<file path="src/rtl/xcvr_pkg.sv">
// Shared transceiver control definitions: state encodings, default widths and
// the per-state output table used by the T/R sequencer.
package xcvr_pkg;

  localparam int CNT_W_DEF = 16;
  localparam int TMO_W_DEF = 32;

  typedef enum logic [2:0] {
    ST_RX     = 3'd0,
    ST_RXMUTE = 3'd1,
    ST_TX     = 3'd2,
    ST_HANG   = 3'd3,
    ST_TXMUTE = 3'd4,
    ST_LOOP   = 3'd5
  } tr_state_e;

  typedef struct packed {
    logic rx_enable;
    logic tx_enable;
    logic ptt;
    logic loopback;
  } tr_out_t;

  function automatic tr_out_t state_outputs(input tr_state_e s);
    tr_out_t o;
    o = '{rx_enable: 1'b1, tx_enable: 1'b0, ptt: 1'b0, loopback: 1'b0};
    case (s)
      ST_RXMUTE: o = '{rx_enable: 1'b0, tx_enable: 1'b0, ptt: 1'b1, loopback: 1'b0};
      ST_TX,
      ST_HANG:   o = '{rx_enable: 1'b0, tx_enable: 1'b1, ptt: 1'b1, loopback: 1'b0};
      ST_TXMUTE: o = '{rx_enable: 1'b0, tx_enable: 1'b0, ptt: 1'b1, loopback: 1'b0};
      ST_LOOP:   o = '{rx_enable: 1'b1, tx_enable: 1'b1, ptt: 1'b0, loopback: 1'b1};
      default:   o = '{rx_enable: 1'b1, tx_enable: 1'b0, ptt: 1'b0, loopback: 1'b0};
    endcase
    return o;
  endfunction

endpackage

</file>
<file path="src/rtl/tr_timer.sv">
// Loadable down-counter shared by the timed sequencer states. A load of 0 is
// treated as 1 so every timed state lasts at least one cycle.
module tr_timer
  import xcvr_pkg::*;
#(
  parameter int CNT_W = CNT_W_DEF
) (
  input  logic             clock,
  input  logic             reset,
  input  logic             load,
  input  logic [CNT_W-1:0] load_val,
  output logic             expired
);

  logic [CNT_W-1:0] count;

  always_ff @(posedge clock) begin
    if (reset) begin
      count <= '0;
    end else if (load) begin
      count <= (load_val == '0) ? CNT_W'(1) : load_val;
    end else if (count != '0) begin
      count <= count - CNT_W'(1);
    end
  end

  // Terminal count: the current cycle is the last one of the timed state.
  assign expired = (count == CNT_W'(1));

endmodule

</file>
<file path="src/rtl/tr_sequencer.sv">
// Transmit/receive sequencer: orders rx mute, relay (ptt) and tx enable so the
// antenna relay never switches with RF present, plus a transmit timeout.
//
// state     | meaning
// ----------+--------------------------------------------------------
// RX        | receiving, relay at rest
// RXMUTE    | receiver muted, relay switched, waiting before tx on
// TX        | transmitting while key held
// HANG      | key released, tx held for the hang time
// TXMUTE    | tx off, relay still switched, waiting before rx on
// LOOP      | internal loopback test, relay at rest
module tr_sequencer
  import xcvr_pkg::*;
#(
  parameter int CNT_W = CNT_W_DEF,
  parameter int TMO_W = TMO_W_DEF
) (
  input  logic             clock,
  input  logic             reset,
  input  logic             key,
  input  logic             loopback_req,
  input  logic [CNT_W-1:0] cfg_rx_to_tx,
  input  logic [CNT_W-1:0] cfg_tx_hang,
  input  logic [CNT_W-1:0] cfg_tx_to_rx,
  input  logic [TMO_W-1:0] cfg_timeout,
  output logic             rx_enable,
  output logic             tx_enable,
  output logic             loopback,
  output logic             ptt,
  output logic [2:0]       state,
  output logic             timeout_flag
);

  tr_state_e        state_q, state_d;
  tr_out_t          out_d;
  logic             tmr_load, tmr_expired;
  logic [CNT_W-1:0] tmr_val;
  logic [TMO_W-1:0] tmo_cnt, tmo_inc;
  logic             in_tx, tmo_hit, tmo_clr, flag_set, flag_clr;

  tr_timer #(.CNT_W(CNT_W)) u_timer (
    .clock    (clock),
    .reset    (reset),
    .load     (tmr_load),
    .load_val (tmr_val),
    .expired  (tmr_expired)
  );

  // Saturating increment keeps a disabled timeout from wrapping.
  assign in_tx   = (state_q == ST_TX) || (state_q == ST_HANG);
  assign tmo_inc = (tmo_cnt == '1) ? tmo_cnt : tmo_cnt + TMO_W'(1);
  assign tmo_hit = in_tx && (cfg_timeout != '0) && (tmo_inc >= cfg_timeout);

  always_comb begin
    state_d  = state_q;
    flag_set = 1'b0;
    flag_clr = 1'b0;
    case (state_q)
      ST_RX: begin
        flag_clr = !key;
        if (key && !timeout_flag) state_d = ST_RXMUTE;
        else if (loopback_req)    state_d = ST_LOOP;
      end
      ST_RXMUTE: begin
        if (!key)             state_d = ST_TXMUTE;
        else if (tmr_expired) state_d = ST_TX;
      end
      ST_TX: begin
        if (tmo_hit) begin
          state_d  = ST_TXMUTE;
          flag_set = 1'b1;
        end else if (!key) begin
          state_d = ST_HANG;
        end
      end
      ST_HANG: begin
        if (tmo_hit) begin
          state_d  = ST_TXMUTE;
          flag_set = 1'b1;
        end else if (key) begin
          state_d = ST_TX;
        end else if (tmr_expired) begin
          state_d = ST_TXMUTE;
        end
      end
      ST_TXMUTE: begin
        if (tmr_expired) state_d = ST_RX;
      end
      ST_LOOP: begin
        if (!loopback_req) state_d = ST_RX;
      end
      default: state_d = ST_RX;
    endcase
  end

  always_comb begin
    tmr_load = 1'b0;
    tmr_val  = '0;
    if (state_d != state_q) begin
      case (state_d)
        ST_RXMUTE: begin tmr_load = 1'b1; tmr_val = cfg_rx_to_tx; end
        ST_HANG:   begin tmr_load = 1'b1; tmr_val = cfg_tx_hang;  end
        ST_TXMUTE: begin tmr_load = 1'b1; tmr_val = cfg_tx_to_rx; end
        default:   begin tmr_load = 1'b0; tmr_val = '0;           end
      endcase
    end
  end

  assign tmo_clr = (state_q == ST_RXMUTE) && (state_d == ST_TX);
  assign out_d   = state_outputs(state_d);

  always_ff @(posedge clock) begin
    if (reset) begin
      state_q      <= ST_RX;
      rx_enable    <= 1'b1;
      tx_enable    <= 1'b0;
      ptt          <= 1'b0;
      loopback     <= 1'b0;
      timeout_flag <= 1'b0;
      tmo_cnt      <= '0;
    end else begin
      state_q   <= state_d;
      rx_enable <= out_d.rx_enable;
      tx_enable <= out_d.tx_enable;
      ptt       <= out_d.ptt;
      loopback  <= out_d.loopback;
      if (flag_set)      timeout_flag <= 1'b1;
      else if (flag_clr) timeout_flag <= 1'b0;
      if (tmo_clr)       tmo_cnt <= '0;
      else if (in_tx)    tmo_cnt <= tmo_inc;
    end
  end

  assign state = state_q;

endmodule

</file>
<file path="config.mk">
export PLATFORM = sky130hd
export DESIGN_NAME = tr_sequencer
export DESIGN_NICKNAME = d
export VERILOG_FILES = /design/src/rtl/xcvr_pkg.sv /design/src/rtl/tr_timer.sv /design/src/rtl/tr_sequencer.sv
export SDC_FILE = /design/constraint.sdc
export NUM_CORES = 1
export LEC_CHECK = 0
export ABC_AREA = 1
export BUFFER_PORTS_ARGS = -buffer_cell sky130_fd_sc_hd__buf_2
export CAP_MARGIN = 30
export CORE_MARGIN = 3
export CORE_UTILIZATION = 34
export DETAILED_ROUTE_END_ITERATION = 8
export PLACE_DENSITY = 0.49
export SYNTH_ARGS = -nofsm -noshare
export SYNTH_HDL_FRONTEND = slang
export SYNTH_SLANG_ARGS = --single-unit
</file>
<file path="constraint.sdc">
create_clock -name clock -period 4.6 [get_ports clock]
set_clock_uncertainty 0.05 [all_clocks]
set_input_delay 0.46 -clock clock [delete_from_list [all_inputs] [get_ports clock]]
set_output_delay 0.46 -clock clock [all_outputs]
set_load 0.01 [all_outputs]
</file>
==> impl_metrics.tcl <==
set metrics [dict create \
    fin_crit_ps 4230 \
    finish.net_count 1003 \
    drt.antenna.violating_nets 0 \
    synth_top_family_by_area "simple AND/OR/NAND/NOR gates" \
    worstSetupPathType "register to register" \
    crit_path_frequent_cell "nand2_1" \
    cts_hold_buf 0 \
    routed_wirelength_um 14100 \
    vdd_drop_max_v 0.000175 \
    wire_length_of_the_first_global_routing_pass_um 23300 \
    crit-reg2reg-capture "u_timer.count[0]" \
    cp_max_fo 23 \
    cts_tree "yes" \
    hold_class "input port to register" \
    die_width_um 125 \
    hold_path_depth 2 \
    worst_r2r_path_depth 34 \
    tightestPinTransition_ps 629 \
    placement.io_buffers 91 \
    hold_end "tx_enable" \
    worstSetupEndpointType "register" \
    placed_area_um2 5590 \
    layout-area-overhead-vs-synth_pct 24.5 \
    die-height_um 125 \
    n_antenna_cell 0 \
    compound_gate_portion_of_the_synthesized_area_pct 12.3 \
    cp_num_buf_inv 6 \
    setup_total_negative_slack_ps 0 \
    cp.required_ps 4800 \
    timing.critical_path.from_type "register" \
    final_max_slew_viol_count 0 \
    post_synth_top_flop "dfxtp_1" \
    gr-total-overflow 0 \
    detailedRoute.firstPassIterationCount 4 \
    grt.total_usage_pct 17.8 \
    mux_share_of_post_synthesis_cell_area_pct 0.209 \
    clk_path_buf_depth 2 \
    max_cap_viol_count 0 \
    synth-seq-cells 56 \
    timing.critical_path.arrival_ps 4430 \
    hold_violations 0 \
    htree_num_levels 2 \
    netlist_instances 773 \
    critical-path-max-stage-delay_ps 330 \
    dp.final_hpwl_um 11500 \
    max_slew_margin_pct 57.7 \
    outcome "finished clean" \
    fin_area_um2 5960 \
    hold_path.startpoint "reset" \
    detailedPlace.worstSlack_ps -191 \
    clock_transition_at_the_register_clock_pins_on_the_worst_setup_and_hold_paths_after_cts_ps 70 \
    warnings_synthesis 0 \
    ioPinCount 92 \
    share_of_final_layout_standard_cells_stronger_than_drive_strength_1_pct 22.0 \
    timing.reg2reg.setup_slack_ps 370 \
    synth-edff-count 0 \
    initial_core_utilization_pct 35.4 \
    achievable-frequency_mhz 236 \
    synth_async_sr_flop_share_pct 0 \
    powerDensity_nw_per_um2 346 \
    yosys.area_share.simple_pct 37.5 \
    vias_per_cell 4.90 \
    drt_initial_violations 332 \
    netlist_area_um2 4780 \
    synth_cell_type_count 43 \
    postSynthAreaPerCell_um2 6.19 \
    syn_nets 892 \
    vias_in_the_first_global_route 4792 \
    r2r_start "tmo_cnt[0]" \
    worstSkewPairLatency_ps 310 \
    route.vias.total 5201 \
    numCtsBuffers 5 \
    fillCellCount 1434 \
    crit_path_top_delay_cell "dfxtp_1" \
    setup_ws_ps 366 \
    crit_path_max_delay_family "simple AND/OR/NAND/NOR gates" \
    cts_root_buf "clkbuf_16" \
    maximum_number_of_pins_on_one_net_before_global_route_repair 35 \
    tritoncts_num_sinks 56 \
    finalSetupViolCount 0 \
    synth_seq_area_share_pct 23.4 \
    core_region_area_um2 13500 \
    yosys.area_share.xor_xnor_pct 6.38 \
    leakagePower_nw 3.07 \
    routabilityCongestion 0.841 \
    synthAdderAreaFrac_pct 9.15 \
    post-route-drc-count 0 \
    num_rows 42 \
    fp.dieArea_um2 15500 \
    finalCritPeriodShare_pct 92.0 \
    grt_antenna_before_repair 0 \
    routed_wire_length_per_instance_um 13.3 \
]
per-layer routing:
layer / wire (µm) / up-vias / global-route usage, %
li1: - / 2717 / -
met2: 6010 / 86 / 26.7
met4: 140 / 0 / 4.38
met1: 7420 / 2389 / 26.9
met3: 498 / 9 / 2.32
met5: 0 / - / 0
layout make-up:
class | count | area [µm²] | share of cell area [%]
multi-input cells | 582 | 3270 | 54.9
repair buffers | 125 | 751 | 12.6
clock buffers | 6 | 129 | 2.16
flip-flops and latches | 56 | 1120 | 18.9
well taps | 176 | 220 | 3.70
inverters | 114 | 428 | 7.18
clock inverters | 2 | 35.0 | 0.588
cell usage after synthesis, types with 7 or more instances:
cell type	instances	share of area, %
inv_1	106	8.3
o21ai_0	29	3.0
nor2_1	70	5.5
inv_2	7	0.55
clkbuf_1	13	1.0
nand3_1	34	3.6
xnor2_1	12	2.2
xor2_1	21	3.8
nor3_1	13	1.4
ha_1	35	9.2
a21oi_1	59	6.2
nand4_1	34	4.4
nand2_1	221	17
dfxtp_1	56	23
nand2_2	8	1.0
through the flow:
stage	power [mW]	hold WS [ps]	std cells	util, %
6_report	2.06	378	1061	44.1
3_3_place_gp	1.59	436	1042	41.2
4_1_cts	2.05	381	1053	42.8
2_1_floorplan	1.29	414	773	-
5_1_grt	2.23	407	1061	44.1
3_5_place_dp	1.59	450	1044	41.4
worst max-delay path by stage:
stage / from / to / cells past startpoint
finish: tmo_cnt[0] / u_timer.count[0] / 34
global route: tmo_cnt[4] / u_timer.count[0] / 33
CTS: tmo_cnt[4] / u_timer.count[0] / 34
detailed placement: tmo_cnt[0] / u_timer.count[10] / 32
global placement: tmo_cnt[0] / u_timer.count[10] / 33
floorplan: tmo_cnt[2] / u_timer.count[15] / 34
cell families after synthesis:
group           count (synthesis)
xor+xnor                       34
mux                             1
compound gates                107
flops                          56
simple gates                  405
fa+ha+maj                      35
buf+inv                       135
registers in the layout, indices dropped and copies added (netlist names):
register	cells
u_timer.count	16
ptt	1
timeout_flag	1
state	3
rx_enable	1
tx_enable	1
tmo_cnt	32
loopback	1
power breakdown:
group          internal (mW)  leakage [nW]  total (mW)  switching, mW
logic                  0.390          2.53        1.01          0.618
clock network          0.257        0.0808       0.451          0.194
registers              0.554         0.457       0.602         0.0484
timing repair:
| item | 4_1_cts | 5_1_grt |
|---|---|---|
| endpoints found under the setup margin | 17 | 18 |
| gates cloned | 0 | 0 |
| setup buffers | 1 | 8 |
| pin swaps | 1 | 18 |
| endpoints found under the hold margin | 0 | 0 |
| gates resized for setup | 5 | 32 |
layout by cell type, fill, tap and decap left out, drive strengths merged:
cell	Yosys	routed
or2	2	2
dfxtp	56	56
o21ai	32	32
nand3	35	35
nand2	230	230
o21a	1	1
bufinv	0	1
xor2	22	22
o21bai	1	1
xnor2	12	12
and2	1	1
nor2	79	79
nor4	5	5
buf	8	125
mux2i	1	1
a21oi	61	61
ha	35	35
o211ai	4	4
clkbuf	13	6
a211oi	2	2
a31oi	1	1
nand3b	1	1
o31ai	1	1
nand4	35	35
clkinv	1	2
nor3	17	17
inv	113	113
a21o	3	3
o221ai	1	1
worst reg2reg max path, delay by kind of cell (launching register included):
family	cells	cell delay, ps
and+or+nand+nor	22	2190
adders and majority gates	2	460
xor gates and xnor gates	1	140
DFF	1	330
buffers and inverters	6	640
AOI/OAI and AO/OA	3	360
Note: power is estimated with default switching activity, not from simulation.
